### src/rtl/id_exe_stage_reg_if.sv
// id_exe_stage_reg_if: ID->EXE pipeline register bus (ID-side inputs, stall controls, EXE-side outputs)
interface id_exe_stage_reg_if #(parameter int DATA_W = 32, parameter int REG_W = 5);
  logic              freeze;
  logic              flush;
  logic              hazard_detected;
  logic [DATA_W-1:0] pc_in;
  logic [3:0]        exe_cmd_in;
  logic              wb_en_in;
  logic              mem_r_en_in;
  logic              mem_w_en_in;
  logic              is_imm_in;
  logic [REG_W-1:0]  dest_in;
  logic [REG_W-1:0]  src1_in;
  logic [REG_W-1:0]  src2_in;
  logic [DATA_W-1:0] reg1_in;
  logic [DATA_W-1:0] reg2_in;
  logic [DATA_W-1:0] imm_in;
  logic              valid_out;
  logic [DATA_W-1:0] pc_out;
  logic [3:0]        exe_cmd_out;
  logic              wb_en_out;
  logic              mem_r_en_out;
  logic              mem_w_en_out;
  logic [REG_W-1:0]  dest_out;
  logic [DATA_W-1:0] val1_out;
  logic [DATA_W-1:0] val2_out;
  logic [DATA_W-1:0] st_val_out;
  logic [REG_W-1:0]  src1_out;
  logic [REG_W-1:0]  src2_out;
  logic [15:0]       bubble_cnt;
  modport master (
    output freeze, flush, hazard_detected, pc_in, exe_cmd_in, wb_en_in, mem_r_en_in,
           mem_w_en_in, is_imm_in, dest_in, src1_in, src2_in, reg1_in, reg2_in, imm_in,
    input  valid_out, pc_out, exe_cmd_out, wb_en_out, mem_r_en_out, mem_w_en_out, dest_out,
           val1_out, val2_out, st_val_out, src1_out, src2_out, bubble_cnt
  );
  modport slave (
    input  freeze, flush, hazard_detected, pc_in, exe_cmd_in, wb_en_in, mem_r_en_in,
           mem_w_en_in, is_imm_in, dest_in, src1_in, src2_in, reg1_in, reg2_in, imm_in,
    output valid_out, pc_out, exe_cmd_out, wb_en_out, mem_r_en_out, mem_w_en_out, dest_out,
           val1_out, val2_out, st_val_out, src1_out, src2_out, bubble_cnt
  );
endinterface

### src/rtl/id_exe_stage_reg.sv
// id_exe_stage_reg: ID->EXE pipeline register with bubble insertion, freeze hold and bubble counter
// Define FORWARDING_EN to register src1/src2 for the EXE forwarding unit; otherwise they are tied to 0.
module id_exe_stage_reg (
  input logic clk,
  input logic rst,
  id_exe_stage_reg_if.slave bus
);
  logic bubble;
  assign bubble = bus.flush | bus.hazard_detected;
  always_ff @(posedge clk or negedge rst)
    if (!rst) begin
      bus.valid_out    <= 1'b0;
      bus.pc_out       <= '0;
      bus.exe_cmd_out  <= '0;
      bus.wb_en_out    <= 1'b0;
      bus.mem_r_en_out <= 1'b0;
      bus.mem_w_en_out <= 1'b0;
      bus.dest_out     <= '0;
      bus.val1_out     <= '0;
      bus.val2_out     <= '0;
      bus.st_val_out   <= '0;
      bus.bubble_cnt   <= '0;
    end else if (!bus.freeze) begin
      bus.valid_out    <= !bubble;
      bus.pc_out       <= bubble ? '0 : bus.pc_in;
      bus.exe_cmd_out  <= bubble ? '0 : bus.exe_cmd_in;
      bus.wb_en_out    <= !bubble && bus.wb_en_in;
      bus.mem_r_en_out <= !bubble && bus.mem_r_en_in;
      bus.mem_w_en_out <= !bubble && bus.mem_w_en_in;
      bus.dest_out     <= bubble ? '0 : bus.dest_in;
      bus.val1_out     <= bubble ? '0 : bus.reg1_in;
      bus.val2_out     <= bubble ? '0 : (bus.is_imm_in ? bus.imm_in : bus.reg2_in);
      bus.st_val_out   <= bubble ? '0 : bus.reg2_in;
      if (bubble && bus.bubble_cnt != 16'hFFFF) bus.bubble_cnt <= bus.bubble_cnt + 16'd1;
    end
`ifdef FORWARDING_EN
  always_ff @(posedge clk or negedge rst)
    if (!rst) begin
      bus.src1_out <= '0;
      bus.src2_out <= '0;
    end else if (!bus.freeze) begin
      bus.src1_out <= bubble ? '0 : bus.src1_in;
      bus.src2_out <= bubble ? '0 : bus.src2_in;
    end
`else
  assign bus.src1_out = '0;
  assign bus.src2_out = '0;
`endif
endmodule

### src/flat_wrapper.sv
// flat-port wrapper written by rule: the top's interface ports become plain ports
module id_exe_stage_reg_flat 
  (clk, rst, bus_freeze, bus_flush, bus_hazard_detected, bus_pc_in, bus_exe_cmd_in, bus_wb_en_in, bus_mem_r_en_in, bus_mem_w_en_in, bus_is_imm_in, bus_dest_in, bus_src1_in, bus_src2_in, bus_reg1_in, bus_reg2_in, bus_imm_in, bus_valid_out, bus_pc_out, bus_exe_cmd_out, bus_wb_en_out, bus_mem_r_en_out, bus_mem_w_en_out, bus_dest_out, bus_val1_out, bus_val2_out, bus_st_val_out, bus_src1_out, bus_src2_out, bus_bubble_cnt);
  id_exe_stage_reg_if bus_i ();
  input logic clk;
  input logic rst;
  input wire logic [$bits(bus_i.freeze)-1:0] bus_freeze;
  input wire logic [$bits(bus_i.flush)-1:0] bus_flush;
  input wire logic [$bits(bus_i.hazard_detected)-1:0] bus_hazard_detected;
  input wire logic [$bits(bus_i.pc_in)-1:0] bus_pc_in;
  input wire logic [$bits(bus_i.exe_cmd_in)-1:0] bus_exe_cmd_in;
  input wire logic [$bits(bus_i.wb_en_in)-1:0] bus_wb_en_in;
  input wire logic [$bits(bus_i.mem_r_en_in)-1:0] bus_mem_r_en_in;
  input wire logic [$bits(bus_i.mem_w_en_in)-1:0] bus_mem_w_en_in;
  input wire logic [$bits(bus_i.is_imm_in)-1:0] bus_is_imm_in;
  input wire logic [$bits(bus_i.dest_in)-1:0] bus_dest_in;
  input wire logic [$bits(bus_i.src1_in)-1:0] bus_src1_in;
  input wire logic [$bits(bus_i.src2_in)-1:0] bus_src2_in;
  input wire logic [$bits(bus_i.reg1_in)-1:0] bus_reg1_in;
  input wire logic [$bits(bus_i.reg2_in)-1:0] bus_reg2_in;
  input wire logic [$bits(bus_i.imm_in)-1:0] bus_imm_in;
  output wire logic [$bits(bus_i.valid_out)-1:0] bus_valid_out;
  output wire logic [$bits(bus_i.pc_out)-1:0] bus_pc_out;
  output wire logic [$bits(bus_i.exe_cmd_out)-1:0] bus_exe_cmd_out;
  output wire logic [$bits(bus_i.wb_en_out)-1:0] bus_wb_en_out;
  output wire logic [$bits(bus_i.mem_r_en_out)-1:0] bus_mem_r_en_out;
  output wire logic [$bits(bus_i.mem_w_en_out)-1:0] bus_mem_w_en_out;
  output wire logic [$bits(bus_i.dest_out)-1:0] bus_dest_out;
  output wire logic [$bits(bus_i.val1_out)-1:0] bus_val1_out;
  output wire logic [$bits(bus_i.val2_out)-1:0] bus_val2_out;
  output wire logic [$bits(bus_i.st_val_out)-1:0] bus_st_val_out;
  output wire logic [$bits(bus_i.src1_out)-1:0] bus_src1_out;
  output wire logic [$bits(bus_i.src2_out)-1:0] bus_src2_out;
  output wire logic [$bits(bus_i.bubble_cnt)-1:0] bus_bubble_cnt;
  assign bus_i.freeze = bus_freeze;
  assign bus_i.flush = bus_flush;
  assign bus_i.hazard_detected = bus_hazard_detected;
  assign bus_i.pc_in = bus_pc_in;
  assign bus_i.exe_cmd_in = bus_exe_cmd_in;
  assign bus_i.wb_en_in = bus_wb_en_in;
  assign bus_i.mem_r_en_in = bus_mem_r_en_in;
  assign bus_i.mem_w_en_in = bus_mem_w_en_in;
  assign bus_i.is_imm_in = bus_is_imm_in;
  assign bus_i.dest_in = bus_dest_in;
  assign bus_i.src1_in = bus_src1_in;
  assign bus_i.src2_in = bus_src2_in;
  assign bus_i.reg1_in = bus_reg1_in;
  assign bus_i.reg2_in = bus_reg2_in;
  assign bus_i.imm_in = bus_imm_in;
  assign bus_valid_out = bus_i.valid_out;
  assign bus_pc_out = bus_i.pc_out;
  assign bus_exe_cmd_out = bus_i.exe_cmd_out;
  assign bus_wb_en_out = bus_i.wb_en_out;
  assign bus_mem_r_en_out = bus_i.mem_r_en_out;
  assign bus_mem_w_en_out = bus_i.mem_w_en_out;
  assign bus_dest_out = bus_i.dest_out;
  assign bus_val1_out = bus_i.val1_out;
  assign bus_val2_out = bus_i.val2_out;
  assign bus_st_val_out = bus_i.st_val_out;
  assign bus_src1_out = bus_i.src1_out;
  assign bus_src2_out = bus_i.src2_out;
  assign bus_bubble_cnt = bus_i.bubble_cnt;
  id_exe_stage_reg u_core (.clk(clk), .rst(rst), .bus(bus_i));
endmodule
### config.mk
export PLATFORM = sky130hd
export DESIGN_NAME = id_exe_stage_reg_flat
export DESIGN_NICKNAME = d
export VERILOG_FILES = /design/src/rtl/id_exe_stage_reg_if.sv /design/src/rtl/id_exe_stage_reg.sv /design/src/flat_wrapper.sv
export SDC_FILE = /design/constraint.sdc
export NUM_CORES = 1
export LEC_CHECK = 0
export BUFFER_PORTS_ARGS = -buffer_cell sky130_fd_sc_hd__buf_2
export CAP_MARGIN = 20
export CORE_AREA = 2 2 124 126
export DETAILED_ROUTE_END_ITERATION = 16
export DIE_AREA = 0 0 126 128
export HOLD_SLACK_MARGIN = 0.06
export PLACE_DENSITY = 0.85
export SLEW_MARGIN = 20
export SYNTH_ARGS = -nofsm -noshare
export SYNTH_HDL_FRONTEND = slang
export SYNTH_SLANG_ARGS = --single-unit
### constraint.sdc
create_clock -name clk -period 1.95 [get_ports clk]
set_input_delay 0.195 -clock clk [delete_from_list [all_inputs] [get_ports clk]]
set_output_delay 0.195 -clock clk [all_outputs]
set_load 0.05 [all_outputs]
==> impl_metrics.json <==
{
  "drtIter0Drc": 324,
  "fin_crit_ps": 1700,
  "ir_drop_mv": 0.829,
  "p_leak_uw": 0.00515,
  "finalNonFillerCells": 1079,
  "synthCells": 471,
  "drt.antenna.violating_nets": 0,
  "syn_avg_cell_area_um2": 13.1,
  "yosysMostFrequentCell": "dfrtp_1",
  "pwr_density_cell_nw_per_um2": 945,
  "path_cells": "nand4_1 > nor4_4 > nor2_2 > mux2_4",
  "status": "completed",
  "synth_edf_count": 0,
  "fmax_mhz": 587,
  "grt_pass1_vias": 5792,
  "via_per_inst": 5.21,
  "post_cts_resized": 0,
  "period_share": 0.874,
  "critPathKind": "reg2reg",
  "synth_top_area_cell": "dfrtp_1",
  "worst-path-buf-inv": 0,
  "seqCellArea_um2": 3930,
  "slew_headroom": 0.441,
  "ys_ff_latch": 157,
  "yosysWarnings": 0,
  "nNetsFinal": 1035,
  "grt_pass1_wl_um": 30700,
  "end_kind": "flip-flop",
  "coreArea_um2": 14900,
  "path_max_fanout": 6,
  "slowest_delay_ps": 470,
  "slew_violations": 0,
  "clkTransAtPathRegs_ps": 60,
  "cts_tree": "done",
  "io_buffers": 302,
  "ff2ff_path_depth": 4,
  "clkLatencyLatePin_ps": 410,
  "place_inst": 938,
  "dieHeight_um": 128,
  "numCtsBuffers": 17,
  "syn2layout_area_growth_pct": 54.9,
  "worst_path_max_delay_cell": "dfrtp_1",
  "cts.sink_count": 157,
  "min_path_cells": 3,
  "total_power_uw": 9010,
  "post_cts_buffers": 0,
  "required_ps": 2250,
  "diodes": 0,
  "drcViolationCount": 0,
  "rsz0062_at_grt": "false",
  "cp.arrival_ps": 2000,
  "worst_hold_slack_ps": 81.2,
  "initial_core_util": 0.414,
  "dp_hpwl_um": 11900,
  "vias": 5619,
  "synth_top_area_frac": 0.638,
  "fin_skew_ps": 3.80,
  "setup_viol": 0,
  "startpoint_type": "flip-flop",
  "antenna_found_initial": 0,
  "ys_top_cells_by_count": "dfrtp_1, a22o_1, nand2_1",
  "fin_setup_tns_ps": 0,
  "synth-seq-area-share": 0.638,
  "synthArstFlopShare": 1.00,
  "io_pins": 323,
  "drive_gt1_frac": 0.401,
  "drt-wirelength-per-cell_um": 18.5,
  "ys.flop_type": "dfrtp_1",
  "synth_top_cells_by_area": "dfrtp_1, a22o_1, mux2i_1",
  "cts_buffer_depth": 2,
  "grt_usage": 0.242,
  "fillers": 1086,
  "rows": 45,
  "tightest_slew_ps": 839,
  "dieArea_um2": 16100,
  "cts.root.buffer_cell": "clkbuf_16",
  "hold_viol_final": 0,
  "grt_max_degree": 81,
  "htree_levels": 4,
  "fp.dieW_um": 126,
  "cp.depth": 4,
  "drt_wl_total_um": 19900,
  "drv_cap": 0,
  "globalplace.congestion": 0.882,
  "drtPass1Iterations": 4,
  "crit_family": "simple AND/OR/NAND/NOR gates",
  "ys_types": 37,
  "multiInputGateArea_um2": 2050,
  "gr-total-overflow": 0,
  "hp-class": "in2reg",
  "ctsHoldBuffers": 109,
  "netlist_area_um2": 6160
}
==> worst register-to-register path: stages, from the launching register on <==
cell	delay (ps)
dfrtp_1	470
nand4_1	250
nor4_4	460
nor2_2	100
mux2_4	310
==> routing by layer <==
layer / track usage / vias to the layer above / wire, µm
li1: - / 2540 / -
met1: 0.283 / 2722 / 7500
met2: 0.423 / 306 / 10400
met3: 0.0647 / 51 / 1410
met4: 0.101 / 0 / 648
met5: 0 / - / 0
==> final timing paths <==
path	start	slack [ps]	endpoint
worst max-delay path	u_core.bus.bubble_cnt[9]	250	u_core.bus.bubble_cnt[1]
worst min-delay path	bus_imm_in[31]	80	u_core.bus.val2_out[31]
worst max register to register	u_core.bus.bubble_cnt[9]	250	u_core.bus.bubble_cnt[1]
worst min register to register	u_core.bus.val2_out[24]	480	u_core.bus.val2_out[24]
max in group asynchronous	rst	1020	u_core.bus.val2_out[5]
min in group asynchronous	rst	320	u_core.bus.bubble_cnt[8]
==> flip-flops by register name (all words and copies together) (netlist names) <==
register	count
u_core.bus.pc_out	32
u_core.bus.st_val_out	32
u_core.bus.wb_en_out	1
u_core.bus.valid_out	1
u_core.bus.dest_out	5
u_core.bus.exe_cmd_out	4
u_core.bus.mem_r_en_out	1
u_core.bus.val1_out	32
u_core.bus.val2_out	32
u_core.bus.mem_w_en_out	1
u_core.bus.bubble_cnt	16
==> logic make-up after synthesis <==
family,after synthesis,synth area share
compound gates,149,0.189
xor+xnor,11,0.0156
fa+ha+maj,1,0.00203
buf+inv,45,0.0352
flops,157,0.638
mux,33,0.0545
other cells,1,0.000609
simple gates,74,0.0646
==> metrics by stage <==
stage | area, µm² | util | setup slack (ps)
global placement | 7870 | 0.530 | 325
CTS | 9540 | 0.642 | 270
finish | 9540 | 0.642 | 246
detailed placement | 7870 | 0.530 | 290
floorplan | 6190 | - | 82.0
global route | 9540 | 0.642 | 143
==> cell usage in the layout, fill, tap and decap left out, drive strengths merged, types with 2 or more instances in the layout <==
master,Yosys,layout
nor4,3,3
a22o,108,108
clkinvlp,0,4
nand3,6,6
dfrtp,157,157
inv,0,4
conb,1,10
nand2,39,39
dlygate4sd3,0,109
xor2,8,8
nor3,5,5
buf,19,315
a21oi,3,3
and4,2,2
xnor2,3,3
and2,2,2
o21ai,33,33
clkbuf,26,18
clkinv,0,5
nor2,4,4
nand4,8,8
mux2i,32,32
==> power breakdown <==
group / total (µW) / internal, µW / switching [µW]
Combinational: 2120 / 663 / 1460
Sequential: 3720 / 3500 / 225
Clock: 3170 / 1810 / 1360
==> layout make-up <==
| cell class | count | share of cell area |
|---|---|---|
| Clock buffer | 18 | 0.0461 |
| Clock inverter | 14 | 0.0142 |
| Multi-Input combinational cell | 278 | 0.215 |
| Sequential cell | 157 | 0.412 |
| Tap cell | 188 | 0.0247 |
| Timing Repair Buffer | 424 | 0.288 |
Power figures use the tool's default switching activity.
